**src/rtl/traffic_pkg.sv**
```systemverilog
// traffic_pkg
// Shared definitions for the signalised-intersection blocks.
//   - 3-bit state encodings of the two-approach phase scheduler
//   - lamp bundle struct {red, yellow, green} and its NS/EW pair
//   - lamp_decode(): Moore decode from a state code to both lamp bundles.
//     The single-approach light also calls this, so the encodings here
//     are the contract between those blocks.
package traffic_pkg;

   localparam int unsigned ST_W = 3;

   localparam logic [ST_W-1:0] ST_OFF      = 3'd0;
   localparam logic [ST_W-1:0] ST_ALLRED_A = 3'd1;
   localparam logic [ST_W-1:0] ST_NS_GO    = 3'd2;
   localparam logic [ST_W-1:0] ST_NS_WARN  = 3'd3;
   localparam logic [ST_W-1:0] ST_ALLRED_B = 3'd4;
   localparam logic [ST_W-1:0] ST_EW_GO    = 3'd5;
   localparam logic [ST_W-1:0] ST_EW_WARN  = 3'd6;
   localparam logic [ST_W-1:0] ST_FLASH    = 3'd7;

   typedef struct packed {
      logic red;
      logic yellow;
      logic green;
   } lamp_t;

   typedef struct packed {
      lamp_t ns;
      lamp_t ew;
   } lamp_pair_t;

   // blink only matters in FLASH, where both yellows follow it and every
   // other lamp is dark. OFF (and any unlisted code) leaves every lamp dark.
   function automatic lamp_pair_t lamp_decode(input logic [ST_W-1:0] state,
                                              input logic            blink);
      lamp_pair_t l;
      l = '0;
      case (state)
         ST_ALLRED_A, ST_ALLRED_B: begin
            l.ns.red = 1'b1;
            l.ew.red = 1'b1;
         end
         ST_NS_GO: begin
            l.ns.green = 1'b1;
            l.ew.red   = 1'b1;
         end
         ST_NS_WARN: begin
            l.ns.yellow = 1'b1;
            l.ew.red    = 1'b1;
         end
         ST_EW_GO: begin
            l.ew.green = 1'b1;
            l.ns.red   = 1'b1;
         end
         ST_EW_WARN: begin
            l.ew.yellow = 1'b1;
            l.ns.red    = 1'b1;
         end
         ST_FLASH: begin
            l.ns.yellow = blink;
            l.ew.yellow = blink;
         end
         default: l = '0;
      endcase
      return l;
   endfunction

endpackage

```
**src/rtl/dwell_timer.sv**
```systemverilog
// dwell_timer
// Saturating tick counter that measures how long the scheduler has sat in
// its current phase, and flags when the requested duration is used up.
// Ports:
//   clk, rst  - clock, synchronous active-high reset
//   clear     - restart the count (asserted on every phase change)
//   enable    - count only while the current phase is a timed one
//   tick      - one-second enable pulse
//   dur       - duration of the current phase, in ticks (>= 1)
//   expire    - this tick completes the duration
module dwell_timer #(
   parameter int unsigned CNT_W = 6
) (
   input  logic             clk,
   input  logic             rst,
   input  logic             clear,
   input  logic             enable,
   input  logic             tick,
   input  logic [CNT_W-1:0] dur,
   output logic             expire
);

   localparam logic [CNT_W-1:0] CNT_MAX = '1;

   logic [CNT_W-1:0] cnt;

   // Count ticks; hold at all-ones so a green waiting on a cross request
   // never wraps back below its minimum.
   always_ff @(posedge clk) begin
      if (rst || clear)
         cnt <= '0;
      else if (enable && tick && (cnt != CNT_MAX))
         cnt <= cnt + 1'b1;
   end

   // The tick that would push the count to dur is the last one of the phase,
   // so the phase leaves on that edge rather than one tick later.
   assign expire = enable && tick && (cnt >= (dur - 1'b1));

endmodule

```
**src/rtl/intersection_phase_scheduler.sv**
```systemverilog
// intersection_phase_scheduler
// Two-approach (north-south / east-west) signal scheduler. Steps both lamp
// sets through all-red, green, yellow phases on a one-second tick, holds a
// green until the cross approach has a vehicle waiting, and offers a
// flashing-yellow fault mode.
// Ports:
//   clk, rst           - clock, synchronous active-high reset
//   tick               - one-clk enable, once per second (external prescaler)
//   ns_req, ew_req     - vehicle detectors, level
//   flash              - fault/maintenance request, level
//   ns_red/yellow/green, ew_red/yellow/green - lamp drives
//   phase              - current state code for status/debug
module intersection_phase_scheduler
   import traffic_pkg::*;
#(
   parameter int unsigned GREEN_S  = 30,
   parameter int unsigned YELLOW_S = 3,
   parameter int unsigned ALLRED_S = 1,
   parameter int unsigned CNT_W    = 6
) (
   input  logic       clk,
   input  logic       rst,
   input  logic       tick,
   input  logic       ns_req,
   input  logic       ew_req,
   input  logic       flash,
   output logic       ns_red,
   output logic       ns_yellow,
   output logic       ns_green,
   output logic       ew_red,
   output logic       ew_yellow,
   output logic       ew_green,
   output logic [2:0] phase
);

   localparam int unsigned DUR_MAX = (1 << CNT_W) - 1;

   // A duration the counter cannot reach would lock the scheduler in place.
   if (GREEN_S < 1 || GREEN_S > DUR_MAX)
      $fatal(1, "GREEN_S out of range for CNT_W");
   if (YELLOW_S < 1 || YELLOW_S > DUR_MAX)
      $fatal(1, "YELLOW_S out of range for CNT_W");
   if (ALLRED_S < 1 || ALLRED_S > DUR_MAX)
      $fatal(1, "ALLRED_S out of range for CNT_W");

   localparam logic [CNT_W-1:0] GREEN_D  = CNT_W'(GREEN_S);
   localparam logic [CNT_W-1:0] YELLOW_D = CNT_W'(YELLOW_S);
   localparam logic [CNT_W-1:0] ALLRED_D = CNT_W'(ALLRED_S);

   logic [ST_W-1:0]  state;
   logic [ST_W-1:0]  state_nxt;
   logic             ns_pend;
   logic             ew_pend;
   logic             blink;
   logic             timed;
   logic             expire;
   logic             change;
   logic [CNT_W-1:0] dur;
   lamp_pair_t       lamps;

   assign timed  = (state != ST_OFF) && (state != ST_FLASH);
   assign change = (state_nxt != state);

   // One shared timer; the duration it compares against follows the phase.
   always_comb begin
      dur = ALLRED_D;
      case (state)
         ST_NS_GO,   ST_EW_GO:   dur = GREEN_D;
         ST_NS_WARN, ST_EW_WARN: dur = YELLOW_D;
         default:                dur = ALLRED_D;
      endcase
   end

   dwell_timer #(.CNT_W(CNT_W)) u_timer (
      .clk    (clk),
      .rst    (rst),
      .clear  (change),
      .enable (timed),
      .tick   (tick),
      .dur    (dur),
      .expire (expire)
   );

   // Next-state logic. flash overrides everything; a green only yields once
   // its minimum has elapsed and the cross approach is asking (either a
   // latched request or one arriving on this very cycle).
   always_comb begin
      state_nxt = state;
      if (flash) begin
         state_nxt = ST_FLASH;
      end else begin
         case (state)
            ST_OFF:      state_nxt = ST_ALLRED_A;
            ST_ALLRED_A: if (expire) state_nxt = ST_NS_GO;
            ST_NS_GO:    if (expire && (ew_pend || ew_req)) state_nxt = ST_NS_WARN;
            ST_NS_WARN:  if (expire) state_nxt = ST_ALLRED_B;
            ST_ALLRED_B: if (expire) state_nxt = ST_EW_GO;
            ST_EW_GO:    if (expire && (ns_pend || ns_req)) state_nxt = ST_EW_WARN;
            ST_EW_WARN:  if (expire) state_nxt = ST_ALLRED_A;
            ST_FLASH:    state_nxt = ST_ALLRED_A;
            default:     state_nxt = ST_OFF;
         endcase
      end
   end

   // State register.
   always_ff @(posedge clk) begin
      if (rst)
         state <= ST_OFF;
      else
         state <= state_nxt;
   end

   // Request latches remember a vehicle that showed up while its approach
   // was red. Entering that approach's green serves it, and that clear wins
   // over a request seen on the same cycle.
   always_ff @(posedge clk) begin
      if (rst) begin
         ns_pend <= 1'b0;
         ew_pend <= 1'b0;
      end else begin
         if (state_nxt == ST_NS_GO && state != ST_NS_GO)
            ns_pend <= 1'b0;
         else if (ns_req && state != ST_NS_GO)
            ns_pend <= 1'b1;

         if (state_nxt == ST_EW_GO && state != ST_EW_GO)
            ew_pend <= 1'b0;
         else if (ew_req && state != ST_EW_GO)
            ew_pend <= 1'b1;
      end
   end

   // Flash always starts dark and then toggles once per second.
   always_ff @(posedge clk) begin
      if (rst)
         blink <= 1'b0;
      else if (state_nxt == ST_FLASH && state != ST_FLASH)
         blink <= 1'b0;
      else if (state == ST_FLASH && tick)
         blink <= ~blink;
   end

   assign lamps     = lamp_decode(state, blink);
   assign ns_red    = lamps.ns.red;
   assign ns_yellow = lamps.ns.yellow;
   assign ns_green  = lamps.ns.green;
   assign ew_red    = lamps.ew.red;
   assign ew_yellow = lamps.ew.yellow;
   assign ew_green  = lamps.ew.green;
   assign phase     = state;

endmodule
```
**config.mk**
```make
export PLATFORM = sky130hd
export DESIGN_NAME = intersection_phase_scheduler
export DESIGN_NICKNAME = d
export VERILOG_FILES = /design/src/rtl/traffic_pkg.sv /design/src/rtl/dwell_timer.sv /design/src/rtl/intersection_phase_scheduler.sv
export SDC_FILE = /design/constraint.sdc
export NUM_CORES = 1
export LEC_CHECK = 0
export CAP_MARGIN = 15
export CORE_MARGIN = 4
export CORE_UTILIZATION = 50
export CTS_BUF_LIST = sky130_fd_sc_hd__clkbuf_16
export DETAILED_ROUTE_END_ITERATION = 10
export PLACE_DENSITY = 0.85
export SLEW_MARGIN = 20
export SYNTH_ARGS = -nofsm -noshare
export SYNTH_HDL_FRONTEND = slang
export SYNTH_SLANG_ARGS = --single-unit
```
**constraint.sdc**
```tcl
create_clock -name clk -period 7.35 [get_ports clk]
set_input_delay 1.47 -clock clk [delete_from_list [all_inputs] [get_ports clk]]
set_output_delay 1.47 -clock clk [all_outputs]
set_load 0.02 [all_outputs]
```
==> summary.md, run 1 <==
| Metric | Value |
|---|---|
| Initial Utilization | 52.45% |
| Tightest Pin Transition | 550.0 ps |
| Detail Route Antenna Nets | 0 |
| Avg WL per Cell | 13.65 um |
| Power share of the combinational group | 23.2% |
| PortBufs | 14 |
| Post-Synthesis Cell Area | 895.9 um^2 |
| CTS tree | built |
| Final Hold Vio Count | 0 |
| Min-Delay Path Class | flip-flop to flip-flop |
| Clock Sinks | 12 |
| Slew HR | 63.28% |
| Vert. Die Dim | 50.33 um |
| Mean Syn Cell Area | 7.723 um^2 |
| Clock power share | 43.4% |
| Largest net degree at the start of global routing | 18 |
| Max Clock Skew | 5.670 ps |
| Grt ovf | 0 |
| Netlist cell types | 34 |
| # IOs | 15 |
| Initial antenna violation count | 0 |
| Iter 0 DRT Violations | 19 |
| Final setup viols | 0 |
| Antenna cell count | 0 |
| Total number of vias | 835 |
| Crit share post-route | 46.55% |
| Critical Path Fanout Max | 17 |
| Cts bufs inserted | 3 |
| CP required | 5880 ps |
| GRT Util Overall | 18.56% |
| Critical path capture point type | output pin |
| Pwr per Cell Area | 204.0 nW/um^2 |
| RSZ-0062 raised after global routing | no |
| Worst setup path startpoint | phase[2]$_SDFF_PP0_ |
| Commonest non-fill, non-tap cell in the layout | nor2_1 |
| Reg2reg start | phase[1]$_SDFF_PP0_ |
| LEAKAGE | 0.4497 nW |
| Synth Register Bits | 12 |
| Clk slew on worst S/H paths | 50 ps |
| Hpwl dp | 1.511 mm |
| DR pass1 iterations | 4 |
| Total wire length | 2.089 mm |
| Layout cells sized above 1 | 6.250% |
| Vias in the first global route | 808 |
| Row cnt | 15 |
| Die X | 50.33 um |
| Tmin final | 3422 ps |
| Routed wl met3 | 101 um |
| Post-cts sizing count | 0 |
| Cell Int Power | 0.0001638 W |
| H-tree levels | 1 |
| Worst skew pair latency | 240 ps |
| Worst setup SP type | flip-flop |
| Net Sw Frac | 27.90% |
| Via density per instance | 5.458 |
| Max layer used | met4 |
| Max-slew violations | 0 |
| Sequential share of the synthesized area | 26.82% |
| Hold depth | 1 |
| Post-Route Utilization | 65.20% |
| Post-CTS Setup Inserts | 0 |
| Syn nets | 129 |
| Commonest non-fill, non-tap cells in the layout | nor2_1 (17), clkdlybuf4s50_1 (14), dfxtp_1 (12) |
| CTS Root Cell | clkbuf_16 |
| Synth-to-layout area growth | 24.30% |
| Outcome | completed |
| Metal2 WL | 975 um |
| Clk buf depth | 2 |
| Worst path arrival time | 1950 ps |
| Synth warn | 0 |
| Setup TNS | 0 ps |
| RePlAce Congestion | 0.8979 |
| Max VDD drop | 162.4 uV |
| Hold buffers post-CTS | 0 |
| DRC violations left | 0 |
| Max Cap Viol | 0 |
| Placed cell area | 1039 um^2 |
| Mapped Cells | 116 |
| Min-delay src | blink$_SDFFE_PP0P_ |
| Die area | 2533 um^2 |
| NetSw | 0.00006337 W |
| Critical path class | flip-flop to output pin |
| Wl on met1 | 996 um |
| Post-Layout Inst Area | 1114 um^2 |
| Core area | 1708 um^2 |
| Sequential fraction of design power | 33.4% |
| Worst R2R Path Depth | 12 |
| Fmax achieved | 292.3 MHz |
| Fin nets | 143 |
| Global-route wire length before repair | 3.588 mm |
==> worst max-delay path, stage by stage (launching register included) <==
cell             delay (ps)
dfxtp_1                 660
nand2_1                 140
inv_1                   130
nand2_1                 100
inv_1                    80
clkdlybuf4s50_1         600
==> power by group through the flow <==
| stage | clock network, W | registers (W) | logic, W |
|---|---|---|---|
| 6_report | 0.0000986 | 0.0000759 | 0.0000526 |
| 2_1_floorplan | 0 | 0.0000743 | 0.0000376 |
| 3_3_place_gp | 0 | 0.0000764 | 0.0000509 |
| 4_1_cts | 0.000101 | 0.0000756 | 0.0000526 |
| 3_5_place_dp | 0 | 0.0000767 | 0.0000521 |
| 5_1_grt | 0.000107 | 0.0000767 | 0.0000577 |
==> registers in the layout (all words and copies together), names as in the netlist <==
name,flops
u_timer.cnt,6
phase,3
blink,1
ew_pend,1
ns_pend,1
==> metrics by stage <==
| step | power, W | hold WS [ps] | setup WS [ps] | instances |
|---|---|---|---|---|
| after global routing | 0.0002409 | 490.0 | 3743 | 153 |
| after floorplan | 0.0001120 | 418.9 | 4612 | 116 |
| after detailed placement | 0.0001288 | 442.3 | 4220 | 150 |
| after CTS | 0.0002293 | 448.4 | 3944 | 153 |
| after global placement | 0.0001273 | 438.9 | 4288 | 150 |
| final | 0.0002272 | 452.8 | 3928 | 153 |
==> layout make-up <==
cell class | count | area (um^2)
Timing Repair Buffer | 14 | 140.1
Clock buffer | 3 | 75.07
Multi-Input combinational cell | 91 | 596.8
Inverter | 8 | 30.03
Fill cell | 142 | 594.3
Sequential cell | 12 | 240.2
Tap cell | 25 | 31.28
==> path summary, 6_finish.rpt <==
path                                                    end  slack, ps
worst min register to register           blink$_SDFFE_PP0P_        450
worst min-delay path                     blink$_SDFFE_PP0P_        450
worst max-delay path                               ew_green       3930
worst max register to register  u_timer.cnt[5]$_SDFFE_PP0P_       4390
==> cell families after synthesis <==
family	after synthesis	share of synthesized area [%]
AO/OA/AOI/OAI	28	22.07
XOR/XNOR	8	7.822
adder cells (fa/ha/maj)	8	10.89
buffers and inverters	13	6.565
flip-flops	12	26.82
multiplexers	2	2.235
other	1	0.4186
AND/OR/NAND/NOR	44	23.19
==> cells in the mapped netlist (all sizes together) <==
master   instances  area [um^2]
and2             3        21.27
inv              8        30.03
o2111ai          1        8.760
maj3             1        10.01
nand2b           1        6.260
o21bai           1        7.510
a221oi           2        17.52
nor2            17        63.81
xor2             5        43.79
or3              1        6.260
nor2b            1        6.260
dfxtp           12        240.2
buf              3        21.27
nand4            4        25.02
o21ai            5        25.02
conb             1        3.750
nand2           11        41.29
clkbuf           2        7.510
nand3            4        20.02
a21oi           12        63.81
a21boi           1        7.510
o221ai           1        15.01
a41o             1        10.01
o311ai           1        16.27
xnor2            3        26.28
a311oi           3        26.28
ha               7        87.58
mux2i            2        20.02
and3             2        17.52
==> metal layers <==
layer / global-route usage (%) / up-vias
met2: 27.83 / 23
met5: 0 / -
met4: 6.278 / 0
met3: 5.935 / 2
li1: - / 432
met1: 24.95 / 378
Note: power is estimated with default switching activity, not from simulation.
==> run 2, diff against run 1 <==
- CORE_UTILIZATION: 50 -> 46
- PLACE_DENSITY: 0.85 -> 0.82
- clock period: 7.35 -> 2.9 ns (I/O delays scaled with it)
==> run 2 against run 1 <==
- setup slack worse by 3700 ps
- critical path depth up 8
- power rose to 2.6 times the previous value
- hold slack worse by 7.6 ps
- clock skew down 1.1 ps
- utilization down 1.3 points
- via count up 8.7%
- first-iteration DRC count up 5.3%
- die area up 7.3%
- sequential power up 140%
- critical path type is now flip-flop to flip-flop
==> summary.md, run 2 (synthesized netlist as in run 1, its figures left out) <==
| Metric | Value |
|---|---|
| Outcome | completed |
| DR pass1 iterations | 4 (unchanged) |
| Placed cell area | 1061 um^2 (+2.2%) |
| Final setup viols | 0 (unchanged) |
| Fin nets | 146 (+2.1%) |
| Post-CTS Setup Inserts | 0 (unchanged) |
| Max-slew violations | 0 (unchanged) |
| Crit share post-route | 92.13% |
| Min-Delay Path Class | flip-flop to flip-flop |
| CTS Root Cell | clkbuf_16 |
| Antenna cell count | 0 (unchanged) |
| Clock Sinks | 12 (unchanged) |
| Synth-to-layout area growth | 27.23% |
| # IOs | 15 (unchanged) |
| RePlAce Congestion | 0.8774 (-2.3%) |
| CP required | 3010 ps (-2870 ps) |
| Final Hold Vio Count | 0 (unchanged) |
| H-tree levels | 1 (unchanged) |
| Die area | 2718 um^2 (+7.3%) |
| PortBufs | 14 (unchanged) |
| Max reg flops | 6 (unchanged) |
| Max Cap Viol | 0 (unchanged) |
| Total wire length | 2.346 mm (+12%) |
| Commonest non-fill, non-tap cells in the layout | nor2_1 (17), clkdlybuf4s50_1 (14), dfxtp_1 (12) |
| LEAKAGE | 0.4663 nW (+3.7%) |
| Total number of vias | 908 (+8.7%) |
| Worst path arrival time | 2780 ps (+830 ps) |
| Post-place setup slack | 314.8 ps (-3905 ps) |
| Avg WL per Cell | 14.94 um (+9.4%) |
| Row cnt | 15 (unchanged) |
| Placed Instances | 153 (+2.0%) |
| Post-cts sizing count | 0 (unchanged) |
| Final Instance Count excl. Fillers | 157 (+2.6%) |
| Worst skew pair latency | 240 ps (about the same) |
| Hold buffers post-CTS | 0 (unchanged) |
| Crit path setup slack, layout | 228.4 ps (-3700 ps) |
| Vias in the first global route | 831 (+2.8%) |
| CTS tree | built |
| Grt ovf | 0 (unchanged) |
| Vert. Die Dim | 52.13 um (+3.6%) |
| Critical path capture point type | flip-flop |
| Global-route wire length before repair | 3.857 mm (+7.5%) |
| Critical Path Fanout Max | 6 (-11) |
| Commonest non-fill, non-tap cell in the layout | nor2_1 |
| Area of the multi-input gates | 596.8 um^2 (unchanged) |
| Fmax achieved | 374.3 MHz |
| Iter 0 DRT Violations | 20 (+1) |
| Pwr per Cell Area | 523.3 nW/um^2 (+160%) |
| Initial Utilization | 50.25% (-2.2 points) |
| Die X | 52.13 um (+3.6%) |
| Fill count | 140 (-1.4%) |
| DRC violations left | 0 (unchanged) |
| Via density per instance | 5.783 (+6.0%) |
| Cts bufs inserted | 3 (unchanged) |
| Sequential cell area | 240.2 um^2 (unchanged) |
| Post-Layout Inst Area | 1140 um^2 (+2.4%) |
| Worst setup SP type | flip-flop |
| Max VDD drop | 354.8 uV (+120%) |
| Core area | 1783 um^2 (+4.4%) |
| Clk slew on worst S/H paths | 50 ps (about the same) |
| GRT Util Overall | 19.73% (+1.2 points) |
| Setup TNS | 0 ps (unchanged) |
| Clk buf depth | 2 (unchanged) |
| Detail Route Antenna Nets | 0 (unchanged) |
| Initial antenna violation count | 0 (unchanged) |
| Max Clock Skew | 4.548 ps (-1.122 ps) |
| Tmin final | 2672 ps |
| Hpwl dp | 1.529 mm (+1.2%) |
| RSZ-0062 raised after global routing | no |
| Layout cells sized above 1 | 8.333% (+2.1 points) |
| Top reg by flops | u_timer.cnt |
| Critical path class | flip-flop to flip-flop |
| Largest net degree at the start of global routing | 16 (-2) |
[run 2: layout make-up]
cell class              instances  share of cell area (%)
multi-input cells              91                   52.36
flip-flops and latches         12                   21.08
repair buffers                 17                   14.27
clock buffers                   3                   6.586
well taps                      25                   2.744
inverters                       8                   2.634
clock inverters                 1                  0.3293
[run 2: final timing paths]
| check | end | cells past startpoint | from | slack, ps |
|---|---|---|---|---|
| hold reg to reg | blink$_SDFFE_PP0P_ | 1 | blink$_SDFFE_PP0P_ | 450 |
| hold / removal | blink$_SDFFE_PP0P_ | 1 | blink$_SDFFE_PP0P_ | 450 |
| setup reg to reg | u_timer.cnt[1]$_SDFFE_PP0P_ | 13 | phase[0]$_SDFF_PP0_ | 230 |
| setup / recovery | u_timer.cnt[1]$_SDFFE_PP0P_ | 13 | phase[0]$_SDFF_PP0_ | 230 |
[run 2: where the power goes]
part	switching, W	internal, W
clock	0.0000775	0.000182
combinational	0.0000880	0.0000672
sequential	0.00000854	0.000173
[run 2: critical path: stages, from the launching register on]
cell,delay (ps)
dfxtp_1,350
nand2_1,110
inv_1,70
nand2_1,110
inv_1,60
nor2_1,260
inv_1,80
ha_1,280
nand2b_1,110
a21oi_2,60
o221ai_2,320
o21ai_1,160
o311ai_2,450
nor2_1,110
[run 2: layer usage]
layer | GRT usage [%] | up-vias | share of wire [%]
met5 | 0 | - | 0
met4 | 10.21 | 0 | 2.6
met3 | 4.585 | 7 | 6.2
met2 | 29.92 | 44 | 45
met1 | 25.78 | 417 | 46
li1 | - | 440 | -
[run 2: metrics by stage]
step | utilization, % | hold slack, ps | total power [W]
4_1_cts | 63.93 | 453.8 | 0.0005971
3_3_place_gp | 59.51 | 434.3 | 0.0003288
2_1_floorplan | - | 418.9 | 0.0002838
6_report | 63.93 | 445.2 | 0.0005965
3_5_place_dp | 59.51 | 447.0 | 0.0003332
5_1_grt | 63.93 | 484.9 | 0.0006249
